[src/rtl/spi_rx_pkg.sv]
// spi_rx_pkg: shared state type, default parameters and bit-placement helper for the SPI frame receiver
package spi_rx_pkg;
  typedef enum logic [1:0] {IDLE, SHIFT, COMMIT} spiRxState_t;
  localparam int WORD_BITS_DEF = 16;
  localparam int DATA_BITS_DEF = 12;
  localparam int MSB_FIRST_DEF = 1;
  localparam int FRAME_WORDS_DEF = 256;
  function automatic int bit_index(input int k, input int msb_first, input int word_bits);
    return msb_first != 0 ? word_bits - 1 - k : k;
  endfunction
endpackage

[src/rtl/spi_rx_shifter.sv]
// spi_rx_shifter: bit counter and bit-order-aware deserialiser, updated on the falling edge of spiClk
//   spiClk, nreset        clock (falling edge active) and async active-low reset
//   cap_i, clr_i, sdi_i   capture sdi this edge, drop the partial word, serial data
//   word_complete_o       this edge captures the last bit of a word
//   pixel_o               top DATA_BITS of the word including the bit captured this edge
module spi_rx_shifter
  import spi_rx_pkg::*;
#(
  parameter int WORD_BITS = WORD_BITS_DEF,
  parameter int DATA_BITS = DATA_BITS_DEF,
  parameter int MSB_FIRST = MSB_FIRST_DEF
) (
  input  logic                 spiClk,
  input  logic                 nreset,
  input  logic                 cap_i,
  input  logic                 clr_i,
  input  logic                 sdi_i,
  output logic                 word_complete_o,
  output logic [DATA_BITS-1:0] pixel_o
);
  localparam int CW = $clog2(WORD_BITS + 1);
  logic [CW-1:0] cnt_q, cnt_d;
  logic [WORD_BITS-1:0] word_q, word_d;
  assign word_complete_o = cap_i && cnt_q == CW'(WORD_BITS - 1);
  // the count returns to 0 on completion so a back-to-back word starts at bit 0 with no gap clock
  assign cnt_d = (clr_i || word_complete_o) ? '0 : cap_i ? cnt_q + CW'(1) : cnt_q;
  always_comb begin
    word_d = word_q;
    for (int i = 0; i < WORD_BITS; i++)
      if (cap_i && i == bit_index(int'(cnt_q), MSB_FIRST, WORD_BITS)) word_d[i] = sdi_i;
  end
  assign pixel_o = word_d[WORD_BITS-1 -: DATA_BITS];
  always_ff @(negedge spiClk or negedge nreset)
    if (!nreset) begin
      cnt_q  <= '0;
      word_q <= '0;
    end else begin
      cnt_q  <= cnt_d;
      word_q <= word_d;
    end
endmodule

[src/rtl/spi_frame_receiver.sv]
// spi_frame_receiver: SPI slave that deserialises pixel words and emits frame-buffer write strobes
//   spiClk, nreset   clock (all state on falling edge), async active-low reset
//   sdi, ncs         serial data and active-low chip select
//   writeData/Addr   committed pixel field and frame-relative address, valid with writeEnable
//   writeEnable      one-period commit strobe; frameDone accompanies the last word of a frame
//   wordAbort        one-period strobe when ncs rises with a partial word
//   frameChecksum    XOR of all pixels of the last completed frame (only with SPI_RX_CHECKSUM_EN)
module spi_frame_receiver
  import spi_rx_pkg::*;
#(
  parameter int WORD_BITS   = WORD_BITS_DEF,
  parameter int DATA_BITS   = DATA_BITS_DEF,
  parameter int MSB_FIRST   = MSB_FIRST_DEF,
  parameter int FRAME_WORDS = FRAME_WORDS_DEF,
  parameter int ADDR_BITS   = $clog2(FRAME_WORDS)
) (
  input  logic                 spiClk,
  input  logic                 nreset,
  input  logic                 sdi,
  input  logic                 ncs,
  output logic [DATA_BITS-1:0] writeData,
  output logic [ADDR_BITS-1:0] writeAddr,
  output logic                 writeEnable,
  output logic                 frameDone,
  output logic                 wordAbort
`ifdef SPI_RX_CHECKSUM_EN
  ,
  output logic [DATA_BITS-1:0] frameChecksum
`endif
);
  spiRxState_t state_q;
  logic [ADDR_BITS-1:0] idx_q, addr_q;
  logic [DATA_BITS-1:0] data_q, pixel;
  logic we_q, done_q, abort_q, word_done, last;
  spi_rx_shifter #(
    .WORD_BITS(WORD_BITS),
    .DATA_BITS(DATA_BITS),
    .MSB_FIRST(MSB_FIRST)
  ) u_shifter (
    .spiClk         (spiClk),
    .nreset         (nreset),
    .cap_i          (!ncs),
    .clr_i          (ncs),
    .sdi_i          (sdi),
    .word_complete_o(word_done),
    .pixel_o        (pixel)
  );
  assign last = idx_q == ADDR_BITS'(FRAME_WORDS - 1);
  always_ff @(negedge spiClk or negedge nreset)
    if (!nreset) begin
      state_q <= IDLE;
      idx_q   <= '0;
      addr_q  <= '0;
      data_q  <= '0;
      we_q    <= 1'b0;
      done_q  <= 1'b0;
      abort_q <= 1'b0;
    end else begin
      // completion can only happen in SHIFT; any state with ncs low captures a bit and shifts
      state_q <= word_done ? COMMIT : ncs ? IDLE : SHIFT;
      we_q    <= word_done;
      done_q  <= word_done && last;
      abort_q <= state_q == SHIFT && ncs;
      if (word_done) begin
        data_q <= pixel;
        addr_q <= idx_q;
        idx_q  <= last ? '0 : idx_q + ADDR_BITS'(1);
      end
    end
  assign writeData   = data_q;
  assign writeAddr   = addr_q;
  assign writeEnable = we_q;
  assign frameDone   = done_q;
  assign wordAbort   = abort_q;
`ifdef SPI_RX_CHECKSUM_EN
  logic [DATA_BITS-1:0] acc_q, chk_q;
  always_ff @(negedge spiClk or negedge nreset)
    if (!nreset) begin
      acc_q <= '0;
      chk_q <= '0;
    end else if (word_done) begin
      acc_q <= last ? '0 : acc_q ^ pixel;
      if (last) chk_q <= acc_q ^ pixel;
    end
  assign frameChecksum = chk_q;
`endif
endmodule
[config.mk]
export PLATFORM = sky130hd
export DESIGN_NAME = spi_frame_receiver
export DESIGN_NICKNAME = d
export VERILOG_FILES = /design/src/rtl/spi_rx_pkg.sv /design/src/rtl/spi_rx_shifter.sv /design/src/rtl/spi_frame_receiver.sv
export SDC_FILE = /design/constraint.sdc
export NUM_CORES = 1
export LEC_CHECK = 0
export CAP_MARGIN = 40
export CORE_ASPECT_RATIO = 0.8
export CORE_MARGIN = 2
export CORE_UTILIZATION = 53
export CTS_CLUSTER_SIZE = 10
export DETAILED_ROUTE_END_ITERATION = 10
export HOLD_SLACK_MARGIN = 0.12
export PLACE_DENSITY = 0.73
export SLEW_MARGIN = 20
export SYNTH_ARGS = -nofsm -noshare
export SYNTH_HDL_FRONTEND = slang
export SYNTH_SLANG_ARGS = --single-unit
[constraint.sdc]
create_clock -name spiClk -period 2.1 [get_ports spiClk]
set_input_delay 0.63 -clock spiClk [delete_from_list [all_inputs] [get_ports spiClk]]
set_output_delay 0.63 -clock spiClk [all_outputs]
set_load 0.05 [all_outputs]
==> flow_summary_export.csv <==
group,metric,value,unit
clocking,cts-buffers-inserted,5,
timing,rsz0062_at_grt,"yes",
clocking,worst_setup_hold_path_clk_slew,0.06,ns
clocking,clock_path_buffers,2,
timing,clock_skew,0.00324,ns
logic_synthesis,syn_area,2140,sq um
floorplanning,die-height,60.8,microns
logic_synthesis,dominantRegCellSynth,"sky130_fd_sc_hd__dfrtn_1",
critical_path,critical_path_cell_count,1,
critical_path,crit_arrival,2.02,ns
critical_path,critical_path.endpoint_type,"output pin",
floorplanning,floorplan.rows,20,
logic_synthesis,synth.top_cells.by_area,"sky130_fd_sc_hd__dfrtn_1 57%, sky130_fd_sc_hd__o21ai_0 9.8%, sky130_fd_sc_hd__mux2_4 6.3%, sky130_fd_sc_hd__ha_1 2.9%, sky130_fd_sc_hd__mux2_2 2.1%",
place,detailed_place_hpwl,3450,microns
floorplanning,core,3830,sq um
drt,detailroute.via_count,1834,
job,maxCapViolCount,0,
clocking,cts-root-buf,"sky130_fd_sc_hd__clkbuf_8",
finish,post_route_cells_drive_above_1_share,0.544,
timing,timing.final.hold_violations,0,
place,place.gp.congestion,0.834,
logic_synthesis,yosys.cell_count.top_type,"sky130_fd_sc_hd__dfrtn_1",
place,numPortBuffers,26,
drt,drtAntennaViolNets,0,
power,fin_total_pwr,1.93,mW
logic_synthesis,synthCells,183,
global_routing,grt_start_max_net_pins,50,
finish,finish.net_count,259,
power,p_leak,1.57,nW
logic_synthesis,yosys.area.top_type,"sky130_fd_sc_hd__dfrtn_1",
power,internal-power,1.40,mW
clocking,h_tree_lvl_count,2,
logic_synthesis,synth-seq-area-share,0.574,
logic_synthesis,async_flop_share,1.00,
logic_synthesis,yosys-top-cells-count,"49 x sky130_fd_sc_hd__dfrtn_1, 42 x sky130_fd_sc_hd__o21ai_0, 10 x sky130_fd_sc_hd__nor2_1",
critical_path,cp-start-kind,"flip-flop",
run_status,failed_checks,"negative setup slack",
finish,antenna-diode-count,0,
global_routing,grt_remaining_overflow,0,
clocking,tritoncts_num_sinks,49,
timing,worstMarginPinSlew,0.472,ns
logic_synthesis,synth-seq-cells,49,
global_routing,antenna_found_initial,0,
floorplanning,initial_core_util,0.558,
critical_path,critical_path_class,"reg -> out",
clocking,worstSkewPairLatency,0.31,ns
logic_synthesis,synth-warning-count,0,
logic_synthesis,synth_edf_count,0,
drt,count_of_unresolved_drc_violations_after_routing,0,
critical_path,endpoint,"writeData[1]",
timing,maxSlewHeadroom,0.684,
clocking,clock_tree_from_tritoncts,"yes",
critical_path,cell_family_with_most_cp_delay,"flip-flops",
critical_path,rr_endpoint,"idx_q[5]",
logic_synthesis,syn_avg_cell_area,11.7,sq um
finish,fillerInstances,153,
power,clkPwrFrac,0.299,
timing,setup-violations-final,69,
critical_path,reg2reg_setup_slack,0.16,ns
critical_path,worst-endpoint-required,1.47,ns
logic_synthesis,syn_nets,192,
power,net_sw_frac,0.274,
drt,first_iter_violations,197,
worst_hold_path,hold_removal_path_class,"reg -> reg",
drt,routed_wl,6950,microns
clocking,cts_hold_buffers,0,
logic_synthesis,synth_top_cell_area_share,0.574,
critical_path,timing.reg2reg.worst_path_depth,6,
floorplanning,die_w,75.0,microns
critical_path,crit_path_cell_trace,"buf_12",
critical_path,cp-startpoint,"writeData[1]",
critical_path,crit_path_max_incr_delay,0.50,ns
critical_path,timing.critical_path.slowest_stage_cell,"sky130_fd_sc_hd__dfrtn_1",
finish,layout-area-overhead-vs-synth,59.6,%
critical_path,ff_to_ff_start,"u_shifter.cnt_q[0]",
floorplanning,die_area,4560,sq um
power,pwr-share-seq,0.551,
critical_path,crit_path_buf_inv_count,1,
drt,dr.pass1.iters,4,
critical_path,critPathMaxFanout,2,
power,total_switching_power,0.527,mW
power,comb_power_share,0.150,
power,maximum_resistive_drop_on_vdd,0.000756,V
global_routing,first_global_vias,1840,
power,power-per-cell-area,565,nW/um^2
global_routing,grt_pass1_wl,9540,microns
floorplanning,boundary_pin_count,27,
timing,drv_slew,0,
logic_synthesis,post_synth_num_cell_types,37,
drt,drt-wirelength-per-cell,22.8,microns
drt,via_per_inst,6.01,
global_routing,grt_usage,0.295,
run_status,run_status,"finished with violations",
timing,layout_setup_ws,-0.551,ns
timing,tns,-30.35,ns
==> registers in the layout (all words and copies together), names as in the netlist <==
| name | count |
|---|---|
| u_shifter.word_q | 12 |
| u_shifter.cnt_q | 5 |
| state_q | 2 |
| frameDone | 1 |
| writeData | 12 |
| wordAbort | 1 |
| writeAddr | 8 |
| idx_q | 8 |
==> kinds of logic after synthesis <==
logic type / synth area share
multiplexers: 0.0844
buffers and inverters: 0.0375
AO/OA/AOI/OAI: 0.122
AND/OR/NAND/NOR: 0.132
adder cells (fa/ha/maj): 0.0293
XOR/XNOR: 0.0205
flip-flops: 0.574
==> layout by cell type, fill, tap and decap left out, drive strengths merged <==
master	Yosys	routed
nand3b	1	1
xnor2	3	3
inv	9	9
clkdlybuf4s50	0	1
or3b	4	4
or4	2	2
nand2b	2	2
nand3	5	5
a21oi	2	2
or3	1	1
o21ai	42	42
buf	3	67
nand4bb	1	1
mux2	13	13
nor3	4	4
xor2	2	2
and3	2	2
a21o	1	1
o31ai	2	2
dfrtn	49	49
nand2	4	4
a2111oi	1	1
nand4	2	2
and2	1	1
nor4	2	2
ha	5	5
or2	3	3
a2bb2oi	1	1
nor2	10	10
and3b	1	1
clkbuf	5	7
==> worst register-to-register path, stage by stage, from the launching register on <==
cell,delay [ns]
sky130_fd_sc_hd__dfrtn_1,0.52
sky130_fd_sc_hd__ha_1,0.21
sky130_fd_sc_hd__buf_4,0.15
sky130_fd_sc_hd__nand3_2,0.07
sky130_fd_sc_hd__buf_4,0.24
sky130_fd_sc_hd__or4_4,0.56
sky130_fd_sc_hd__a21oi_2,0.20
==> stage by stage <==
step	cell area, sq um	std cells	hold WS [ns]	util	setup slack [ns]
6_report	3410	305	0.470	0.890	-0.551
5_1_grt	3410	305	0.473	0.890	-0.580
4_1_cts	3230	295	0.447	0.844	-0.520
3_5_place_dp	2850	275	0.442	0.745	-1.29
3_3_place_gp	2850	275	0.415	0.745	-1.21
2_1_floorplan	2170	183	0.396	-	-0.773
==> area by class of cell <==
class,instances,area [sq um],area share
inverter,9,36.3,0.0106
timing repair buffer,68,877,0.257
tap,55,68.8,0.0202
clock buffer,7,86.3,0.0253
sequential,49,1230,0.360
multi-input combinational,117,1110,0.327
==> power by group through the flow <==
| stage | Combinational (mW) | Clock, mW | Sequential [mW] |
|---|---|---|---|
| after floorplan | 0.0902 | 0 | 1.05 |
| final | 0.288 | 0.576 | 1.06 |
| after detailed placement | 0.166 | 0 | 1.05 |
| after CTS | 0.219 | 0.565 | 1.05 |
| after global routing | 0.304 | 0.617 | 1.06 |
| after global placement | 0.158 | 0 | 1.05 |
==> layer usage <==
| metal | GRT usage | part of all wire | up-vias |
|---|---|---|---|
| met4 | 0.107 | 0.041 | 0 |
| met5 | 0 | 0 | - |
| li1 | - | - | 774 |
| met3 | 0.0897 | 0.077 | 28 |
| met2 | 0.475 | 0.49 | 110 |
| met1 | 0.381 | 0.39 | 922 |
==> worst min path at each step <==
stage	start	end	slack, ns	cells past startpoint
6_report	u_shifter.cnt_q[0]	u_shifter.cnt_q[0]	0.47	1
5_1_grt	u_shifter.cnt_q[0]	u_shifter.cnt_q[0]	0.47	1
4_1_cts	u_shifter.word_q[11]	u_shifter.word_q[11]	0.45	2
3_5_place_dp	u_shifter.word_q[13]	u_shifter.word_q[13]	0.44	2
3_3_place_gp	u_shifter.cnt_q[0]	u_shifter.cnt_q[0]	0.41	1
2_1_floorplan	u_shifter.cnt_q[0]	u_shifter.cnt_q[0]	0.40	1
==> timing repair <==
action                                  4_1_cts  5_1_grt
pin swaps                                    20       12
buffers inserted                             13       13
gates resized for setup                      77       24
endpoints found under the setup margin       72       69
Note: power is estimated with default switching activity, not from simulation.
